[config.mk]
export PLATFORM = sky130hd
export DESIGN_NAME = axi_rd_router_flat
export DESIGN_NICKNAME = d
export VERILOG_FILES = /design/src/rtl/axi_rd_router_if.sv /design/src/rtl/axi_rd_router.sv /design/src/flat_wrapper.sv
export SDC_FILE = /design/constraint.sdc
export NUM_CORES = 1
export LEC_CHECK = 0
export BUFFER_PORTS_ARGS = -buffer_cell sky130_fd_sc_hd__buf_2
export CORE_AREA = 10 10 101 103
export CTS_CLUSTER_SIZE = 12
export DETAILED_ROUTE_END_ITERATION = 7
export DIE_AREA = 0 0 111 113
export GPL_TIMING_DRIVEN = 0
export SLEW_MARGIN = 20
export SYNTH_ARGS = -nofsm -noshare
export SYNTH_HDL_FRONTEND = slang
export SYNTH_SLANG_ARGS = --single-unit
[constraint.sdc]
create_clock -name clock -period 2 [get_ports clock]
set_input_delay 0.2 -clock clock [delete_from_list [all_inputs] [get_ports clock]]
set_output_delay 0.2 -clock clock [all_outputs]
set_load 0.1 [all_outputs]
[src/rtl/axi_rd_router_if.sv]
// AXI4 read-channel bundle (AR + R) used for the upstream port and for
// each downstream slave of axi_rd_router.
//   master: drives AR payload/arvalid and rready (the requester side)
//   slave : drives arready and the R payload/rvalid/rlast (the responder side)
interface axi_rd_router_if;
    logic [31:0] araddr;
    logic [3:0]  arid;
    logic [7:0]  arlen;
    logic [2:0]  arsize;
    logic [1:0]  arburst;
    logic        arvalid;
    logic        arready;
    logic [31:0] rdata;
    logic [1:0]  rresp;
    logic [3:0]  rid;
    logic        rvalid;
    logic        rlast;
    logic        rready;

    modport master (
        output araddr, arid, arlen, arsize, arburst, arvalid, rready,
        input  arready, rdata, rresp, rid, rvalid, rlast
    );

    modport slave (
        input  araddr, arid, arlen, arsize, arburst, arvalid, rready,
        output arready, rdata, rresp, rid, rvalid, rlast
    );
endinterface

[src/rtl/axi_rd_router.sv]
// axi_rd_router: routes single-outstanding AXI4 reads from the LSU to main
// memory or the CLINT, holding the R-channel route until the rlast beat.
//
// Optional feature macro: AXI_RD_ROUTER_DECERR_EN
//   defined   -> unmapped addresses are answered locally with DECERR bursts
//   undefined -> unmapped addresses are forwarded to memory
//
// Handshake semantics: every channel transfers a beat on a rising clock edge
// where valid and ready are both 1; valid never waits on ready. The router
// forwards valid/ready combinationally and adds no latency on either path.
module axi_rd_router #(
    parameter logic [31:0] CLINT_BASE = 32'h0200_0000,
    parameter logic [31:0] CLINT_MASK = 32'hFFFF_0000,
    parameter logic [31:0] MEM_BASE   = 32'h8000_0000,
    parameter logic [31:0] MEM_MASK   = 32'hF800_0000
) (
    input  logic                    clock,
    input  logic                    reset_n,
    axi_rd_router_if.slave          up,
    axi_rd_router_if.master         mem,
    axi_rd_router_if.master         clint,
    output logic [1:0]              dbg_state,
    output logic                    dbg_unmapped
);

`ifdef AXI_RD_ROUTER_DECERR_EN
    typedef enum logic [1:0] {
        S_IDLE      = 2'd0,
        S_FWD_MEM   = 2'd1,
        S_FWD_CLINT = 2'd2,
        S_ERR       = 2'd3
    } state_t;
`else
    typedef enum logic [1:0] {
        S_IDLE      = 2'd0,
        S_FWD_MEM   = 2'd1,
        S_FWD_CLINT = 2'd2
    } state_t;
`endif

    state_t state_q, state_d;
    state_t dec_sel;
    logic   clint_hit, mem_hit;
    logic   ar_rdy, ar_hs;

`ifdef AXI_RD_ROUTER_DECERR_EN
    logic [7:0] beat_cnt;
    logic [3:0] cap_arid;
`endif

    assign clint_hit    = (up.araddr & CLINT_MASK) == CLINT_BASE;
    assign mem_hit      = (up.araddr & MEM_MASK) == MEM_BASE;
    assign dbg_unmapped = ~clint_hit & ~mem_hit;
    assign dbg_state    = state_q;

    // Address decode: CLINT wins when both windows match.
    always_comb begin
        dec_sel = S_FWD_MEM;
        if (clint_hit) begin
            dec_sel = S_FWD_CLINT;
        end else if (!mem_hit) begin
`ifdef AXI_RD_ROUTER_DECERR_EN
            dec_sel = S_ERR;
`else
            dec_sel = S_FWD_MEM;
`endif
        end
    end

    // AR payload is broadcast; only arvalid decides which slave takes it.
    assign mem.araddr    = up.araddr;
    assign mem.arid      = up.arid;
    assign mem.arlen     = up.arlen;
    assign mem.arsize    = up.arsize;
    assign mem.arburst   = up.arburst;
    assign clint.araddr  = up.araddr;
    assign clint.arid    = up.arid;
    assign clint.arlen   = up.arlen;
    assign clint.arsize  = up.arsize;
    assign clint.arburst = up.arburst;

    // State register.
    always_ff @(posedge clock or negedge reset_n) begin
        if (!reset_n) state_q <= S_IDLE;
        else          state_q <= state_d;
    end

    // Next-state logic and all handshake/R-channel steering.
    always_comb begin
        state_d       = state_q;
        ar_rdy        = 1'b0;
        ar_hs         = 1'b0;
        up.arready    = 1'b0;
        up.rvalid     = 1'b0;
        up.rlast      = 1'b0;
        up.rdata      = '0;
        up.rresp      = 2'b00;
        up.rid        = '0;
        mem.arvalid   = 1'b0;
        mem.rready    = 1'b0;
        clint.arvalid = 1'b0;
        clint.rready  = 1'b0;
        case (state_q)
            S_IDLE: begin
                case (dec_sel)
                    S_FWD_CLINT: begin
                        clint.arvalid = up.arvalid;
                        ar_rdy        = clint.arready;
                    end
                    S_FWD_MEM: begin
                        mem.arvalid = up.arvalid;
                        ar_rdy      = mem.arready;
                    end
                    default: begin
                        // Unmapped: the router itself accepts the request.
                        ar_rdy = 1'b1;
                    end
                endcase
                up.arready = ar_rdy;
                ar_hs      = up.arvalid & ar_rdy;
                if (ar_hs) state_d = dec_sel;
            end
            S_FWD_MEM: begin
                up.rvalid  = mem.rvalid;
                up.rlast   = mem.rlast;
                up.rdata   = mem.rdata;
                up.rresp   = mem.rresp;
                up.rid     = mem.rid;
                mem.rready = up.rready;
                if (mem.rvalid && up.rready && mem.rlast) state_d = S_IDLE;
            end
            S_FWD_CLINT: begin
                up.rvalid    = clint.rvalid;
                up.rlast     = clint.rlast;
                up.rdata     = clint.rdata;
                up.rresp     = clint.rresp;
                up.rid       = clint.rid;
                clint.rready = up.rready;
                if (clint.rvalid && up.rready && clint.rlast) state_d = S_IDLE;
            end
`ifdef AXI_RD_ROUTER_DECERR_EN
            S_ERR: begin
                up.rvalid = 1'b1;
                up.rresp  = 2'b11;
                up.rid    = cap_arid;
                up.rlast  = (beat_cnt == 8'd0);
                if (up.rready && beat_cnt == 8'd0) state_d = S_IDLE;
            end
`endif
            default: state_d = S_IDLE;
        endcase
    end

`ifdef AXI_RD_ROUTER_DECERR_EN
    // DECERR burst bookkeeping: remaining-beat counter and the id to echo.
    always_ff @(posedge clock or negedge reset_n) begin
        if (!reset_n) begin
            beat_cnt <= 8'd0;
            cap_arid <= 4'd0;
        end else if (state_q == S_IDLE && ar_hs) begin
            beat_cnt <= up.arlen;
            cap_arid <= up.arid;
        end else if (state_q == S_ERR && up.rready && beat_cnt != 8'd0) begin
            beat_cnt <= beat_cnt - 8'd1;
        end
    end
`endif

endmodule
[src/flat_wrapper.sv]
// flat-port wrapper written by rule: the top's interface ports become plain ports
module axi_rd_router_flat 
#(
    parameter logic [31:0] CLINT_BASE = 32'h0200_0000,
    parameter logic [31:0] CLINT_MASK = 32'hFFFF_0000,
    parameter logic [31:0] MEM_BASE   = 32'h8000_0000,
    parameter logic [31:0] MEM_MASK   = 32'hF800_0000
)
  (clock, reset_n, dbg_state, dbg_unmapped, up_araddr, up_arid, up_arlen, up_arsize, up_arburst, up_arvalid, up_rready, up_arready, up_rdata, up_rresp, up_rid, up_rvalid, up_rlast, mem_araddr, mem_arid, mem_arlen, mem_arsize, mem_arburst, mem_arvalid, mem_rready, mem_arready, mem_rdata, mem_rresp, mem_rid, mem_rvalid, mem_rlast, clint_araddr, clint_arid, clint_arlen, clint_arsize, clint_arburst, clint_arvalid, clint_rready, clint_arready, clint_rdata, clint_rresp, clint_rid, clint_rvalid, clint_rlast);
  axi_rd_router_if up_i ();
  axi_rd_router_if mem_i ();
  axi_rd_router_if clint_i ();
  input  logic clock;
  input  logic reset_n;
  output logic [1:0] dbg_state;
  output logic dbg_unmapped;
  input wire logic [$bits(up_i.araddr)-1:0] up_araddr;
  input wire logic [$bits(up_i.arid)-1:0] up_arid;
  input wire logic [$bits(up_i.arlen)-1:0] up_arlen;
  input wire logic [$bits(up_i.arsize)-1:0] up_arsize;
  input wire logic [$bits(up_i.arburst)-1:0] up_arburst;
  input wire logic [$bits(up_i.arvalid)-1:0] up_arvalid;
  input wire logic [$bits(up_i.rready)-1:0] up_rready;
  output wire logic [$bits(up_i.arready)-1:0] up_arready;
  output wire logic [$bits(up_i.rdata)-1:0] up_rdata;
  output wire logic [$bits(up_i.rresp)-1:0] up_rresp;
  output wire logic [$bits(up_i.rid)-1:0] up_rid;
  output wire logic [$bits(up_i.rvalid)-1:0] up_rvalid;
  output wire logic [$bits(up_i.rlast)-1:0] up_rlast;
  output wire logic [$bits(mem_i.araddr)-1:0] mem_araddr;
  output wire logic [$bits(mem_i.arid)-1:0] mem_arid;
  output wire logic [$bits(mem_i.arlen)-1:0] mem_arlen;
  output wire logic [$bits(mem_i.arsize)-1:0] mem_arsize;
  output wire logic [$bits(mem_i.arburst)-1:0] mem_arburst;
  output wire logic [$bits(mem_i.arvalid)-1:0] mem_arvalid;
  output wire logic [$bits(mem_i.rready)-1:0] mem_rready;
  input wire logic [$bits(mem_i.arready)-1:0] mem_arready;
  input wire logic [$bits(mem_i.rdata)-1:0] mem_rdata;
  input wire logic [$bits(mem_i.rresp)-1:0] mem_rresp;
  input wire logic [$bits(mem_i.rid)-1:0] mem_rid;
  input wire logic [$bits(mem_i.rvalid)-1:0] mem_rvalid;
  input wire logic [$bits(mem_i.rlast)-1:0] mem_rlast;
  output wire logic [$bits(clint_i.araddr)-1:0] clint_araddr;
  output wire logic [$bits(clint_i.arid)-1:0] clint_arid;
  output wire logic [$bits(clint_i.arlen)-1:0] clint_arlen;
  output wire logic [$bits(clint_i.arsize)-1:0] clint_arsize;
  output wire logic [$bits(clint_i.arburst)-1:0] clint_arburst;
  output wire logic [$bits(clint_i.arvalid)-1:0] clint_arvalid;
  output wire logic [$bits(clint_i.rready)-1:0] clint_rready;
  input wire logic [$bits(clint_i.arready)-1:0] clint_arready;
  input wire logic [$bits(clint_i.rdata)-1:0] clint_rdata;
  input wire logic [$bits(clint_i.rresp)-1:0] clint_rresp;
  input wire logic [$bits(clint_i.rid)-1:0] clint_rid;
  input wire logic [$bits(clint_i.rvalid)-1:0] clint_rvalid;
  input wire logic [$bits(clint_i.rlast)-1:0] clint_rlast;
  assign up_i.araddr = up_araddr;
  assign up_i.arid = up_arid;
  assign up_i.arlen = up_arlen;
  assign up_i.arsize = up_arsize;
  assign up_i.arburst = up_arburst;
  assign up_i.arvalid = up_arvalid;
  assign up_i.rready = up_rready;
  assign up_arready = up_i.arready;
  assign up_rdata = up_i.rdata;
  assign up_rresp = up_i.rresp;
  assign up_rid = up_i.rid;
  assign up_rvalid = up_i.rvalid;
  assign up_rlast = up_i.rlast;
  assign mem_araddr = mem_i.araddr;
  assign mem_arid = mem_i.arid;
  assign mem_arlen = mem_i.arlen;
  assign mem_arsize = mem_i.arsize;
  assign mem_arburst = mem_i.arburst;
  assign mem_arvalid = mem_i.arvalid;
  assign mem_rready = mem_i.rready;
  assign mem_i.arready = mem_arready;
  assign mem_i.rdata = mem_rdata;
  assign mem_i.rresp = mem_rresp;
  assign mem_i.rid = mem_rid;
  assign mem_i.rvalid = mem_rvalid;
  assign mem_i.rlast = mem_rlast;
  assign clint_araddr = clint_i.araddr;
  assign clint_arid = clint_i.arid;
  assign clint_arlen = clint_i.arlen;
  assign clint_arsize = clint_i.arsize;
  assign clint_arburst = clint_i.arburst;
  assign clint_arvalid = clint_i.arvalid;
  assign clint_rready = clint_i.rready;
  assign clint_i.arready = clint_arready;
  assign clint_i.rdata = clint_rdata;
  assign clint_i.rresp = clint_rresp;
  assign clint_i.rid = clint_rid;
  assign clint_i.rvalid = clint_rvalid;
  assign clint_i.rlast = clint_rlast;
  axi_rd_router #(.CLINT_BASE(CLINT_BASE), .CLINT_MASK(CLINT_MASK), .MEM_BASE(MEM_BASE), .MEM_MASK(MEM_MASK)) u_core (.clock(clock), .reset_n(reset_n), .up(up_i), .mem(mem_i), .clint(clint_i), .dbg_state(dbg_state), .dbg_unmapped(dbg_unmapped));
endmodule
# Word-level counts from Yosys, hierarchy flattened
# Index checks and enable logic that the tools add are counted.
# classes
muxes	19
n_bitwise	4
n_reduce_logical	6
n_eq_ne	9
# op_table
op	count
$pmux 32 s2	1
$eq 16x10->1 const B	1
$mux 1	8
$mux 2	4
$pmux 4 s2	1
$ne 2x1->1 const B	3
$pmux 1 s2	3
$pmux 2 s3	1
$eq 5x5->1 const B	1
$eq 2x1->1 const B	2
$eq 2x2->1 const B	2
$logic_and 1x1->1	4
$pmux 2 s2	1
$reduce_and 3->1	1
$and 1x1->1	2
$logic_not 2->1	1
$not 1->1	2
# totals
regBits	2
out_inout_bits	146
word_cells	39
input_bits	135

# Depth between registers and ports, before layout
# logic_depth
depth_word	8
depth_mapped	6
ltp_nobuf	5

# Worst setup path before layout
# Ideal clock, no wire load.
# synth_timing
path_type	register -> output
from	register u_core.state_q[1] (netlist: u_core.dbg_state[1])
to	output up_rdata[11]
path_buffers	2
required_ns	1.800
path_stages_with_launch	6
setup_slack_ns	-1.353
t_arrival_ns	3.153
path_cell_list	dfrtp_1 ha_1 clkbuf_1 clkbuf_1 a22oi_1 nor2b_1
# synth_via
elab_chain_len	2
word_cells_on_any_way	3
classes_between	eq/ne: 2; mux: 1
# synth_lines
item	line_no	text
from (decl)	axi_rd_router.sv:41	state_t state_q, state_d;
from (signal assigned)	axi_rd_router.sv:85	else state_q <= state_d;
$eq 2x2->1 or $eq 2x1->1 (tied branches)	axi_rd_router.sv:103	case (state_q)
$pmux 32 s2 *	axi_rd_router.sv:103	
to (decl)	flat_wrapper.sv:25	output wire logic [$bits(up_i.rdata)-1:0] up_rdata;
# Mark *: on every way between the ends. The rest lies on a longest branch, timed or not.

# Worst setup path in the final report
# layout_timing
from	register u_core.state_q[0] (netlist: u_core.dbg_state[0])
to	output up_rdata[2]
# The elaborated chain is that of the path after synthesis.

==> out/results.txt <==
crit share post-route: 97.8%
commonest cells after routing, fill and taps aside: 207 x buf_2, 101 x buf_4, 40 x nor2b_4
starting density of the core: 20.6%
Synth cell types: 22
initial antenna violation count: 0
net load switching power: 3.38 mW
routed len/inst: 17.0 um
post-synthesis sequential area ratio: 2.99%
Final Non-Filler Cells: 582
Internal: 1.80 mW
Vias/cell: 4.16
clock tree buffer depth: 2
Reg2Reg Depth: 5
post-synthesis register bit count: 2
register area: 57.6 um2
fraction of power spent switching nets: 65.2%
cell count after synthesis: 226
Setup Fix Bufs, Post-CTS: 0
H-tree depth: 1
Die Height: 113 um
Combinational Power Share: 95.5%
Slew @ Worst Pin: 0.510 ns
Placed Cells: 578
top cell type's share of synthesized area: 44.0%
Tmin final: 1.96 ns
Final Worst Setup Slack: 0.0440 ns
Design Area, Final: 4150 um2
global route total overflow: 0
commonest non-fill, non-tap cell in the layout: buf_2
pwr/cell area: 1250 nW/um2
DRC viols: 0
Final setup viols: 0
Hold Crit Class: primary input to register
Core Util, Final: 51.1%
clk_lat worst skew: 0.21 ns
# fillers: 740
Max IR drop VDD: 0.520 mV
cell taking the most area after synthesis: buf_4
share of cells above drive strength 1: 95.6%
Crit Path Category: register to primary output
Yosys warnings: 0
largest net degree at the start of global routing: 11
Area Overhead vs Synth: 148%
fin. max-slew vios: 0
area taken by multi-input logic gates: 1330 um2
core area: 8130 um2
TritonCTS buffer count: 3
Syn Nets: 364
Final ANT Viol Nets: 0
part of the power in registers: 1.5%
max FFs per register: 2
CP Max Fanout: 10
die area: 12500 um2
dpl ws: -0.190 ns
port bufs: 247
GRT Total Usage: 13.8%
total number of vias: 2424
crit end category: primary output
cell area after synthesis: 1670 um2
Area contributors post-synth: buf_4 44%, a22oi_1 18%, nor2b_1 15%, nor4_4 3.8%, clkbuf_1 3.1%
leak pwr: 2.14 nW
first-pass GRT wire length: 14.6 mm
WHS Path Cells: 3
io pins: 281
CTS root buf: clkbuf_8
CTS tree: done
FP Rows: 33
Final Hold Fails: 0
gpl congestion: 0.795
WP data arrival: 1.76 ns
die span in x: 111 um
first-pass iteration count of the detailed router: 4
status: completed
hpwl dp: 8.47 mm
critical path startpoint category: register
Post-DP Area: 3380 um2
fmax: 0.511 GHz
Ant. Diodes: 0
Max-cap violations: 0
unrepaired setup endpoints after global routing: true
Slew HR: 66.2%
number of global-route vias before repair: 2739
initial drt markers: 62
total power: 5.19 mW
Routed WL: 9.88 mm
nets@finish: 617
Clock transition at path regs: 0.03 ns
Avg Inst Size Synth: 7.40 um2
# clock sinks: 2
required time worst endpoint: 1.80 ns
part of the power in the clock network: 3.1%
Clock Skew: 0.000383 ns
layout make-up:
class | count | share of cell area [%]
Inverter | 3 | 0.271
Tap cell | 105 | 3.16
Sequential cell | 2 | 1.39
Timing Repair Buffer | 248 | 41.1
Multi-Input combinational cell | 109 | 32.0
Buffer | 112 | 21.1
Clock buffer | 3 | 0.994
metrics by stage:
stage	setup TNS, ns	hold WS [ns]
global placement	-3.23	-0.0146
finish	0	0.314
global route	-0.00346	0.324
detailed placement	-3.01	-0.0136
CTS	-0.400	0.317
floorplan	-1.88	-0.0956
worst max-delay path, cell delays in order, from the launching register on:
cell and delay, ns:
dfrtp_4 0.49, ha_1 0.20, clkbuf_4 0.18, buf_6 0.17
a22oi_1 0.25, nor2b_4 0.07, buf_12 0.17
power groups by stage:
stage,registers (mW),logic (mW),clock network [mW]
after floorplan,0.146,3.49,0
after global placement,0.0744,4.19,0
after detailed placement,0.0747,4.21,0
after CTS,0.0741,4.70,0.165
after global routing,0.0786,5.12,0.168
final,0.0755,4.95,0.159
final timing paths:
| path | start | end | slack [ns] |
|---|---|---|---|
| worst max-delay path | u_core.dbg_state[0] | up_rdata[2] | 0.04 |
| worst min-delay path | mem_arready | u_core.dbg_state[0] | 0.31 |
| worst max register to register | u_core.dbg_state[0] | u_core.dbg_state[1] | 0.20 |
| worst min register to register | u_core.dbg_state[1] | u_core.dbg_state[1] | 0.60 |
| max in group asynchronous | reset_n | u_core.dbg_state[1] | 1.57 |
| min in group asynchronous | reset_n | u_core.dbg_state[0] | 0.32 |
cells in the mapped netlist, drive strengths merged:
| cell | instances |
|---|---|
| and3 | 1 |
| nor4b | 1 |
| mux2i | 1 |
| or2 | 1 |
| o311ai | 1 |
| nor2b | 41 |
| a21boi | 1 |
| o211ai | 2 |
| clkbuf | 14 |
| nor4 | 3 |
| nand4 | 1 |
| buf | 98 |
| inv | 3 |
| and2 | 2 |
| nand2 | 4 |
| dfrtp | 2 |
| ha | 3 |
| a22oi | 40 |
| nand3 | 3 |
| nor2 | 2 |
| a22o | 1 |
| or4 | 1 |
routing by layer:
layer / part of all wire (%) / global-route usage [%] / vias to the layer above
li1: - / - / 1176
met2: 56 / 27.4 / 148
met3: 12 / 6.76 / 6
met5: 0 / 0 / -
met4: 0.81 / 1.74 / 0
met1: 31 / 12.6 / 1094
cells by family (layout without fill, tap and decap cells):
family | after synthesis | in the layout | share of synthesized area (%)
adder cells (fa/ha/maj) | 3 | 3 | 2.24
AO/OA/AOI/OAI | 45 | 45 | 20.3
AND/OR/NAND/NOR | 60 | 60 | 26.0
flip-flops | 2 | 2 | 2.99
buffers and inverters | 115 | 366 | 47.8
multiplexers | 1 | 1 | 0.598
repair_timing:
| action | in CTS | in global routing |
|---|---|---|
| hold buffers | 1 | 0 |
| resized for setup | 131 | 75 |
| hold endpoints to repair | 2 | 0 |
| endpoints found under the setup margin | 42 | 42 |
| pin swaps | 0 | 0 |
No activity file was read; power rests on OpenSTA's default activity.
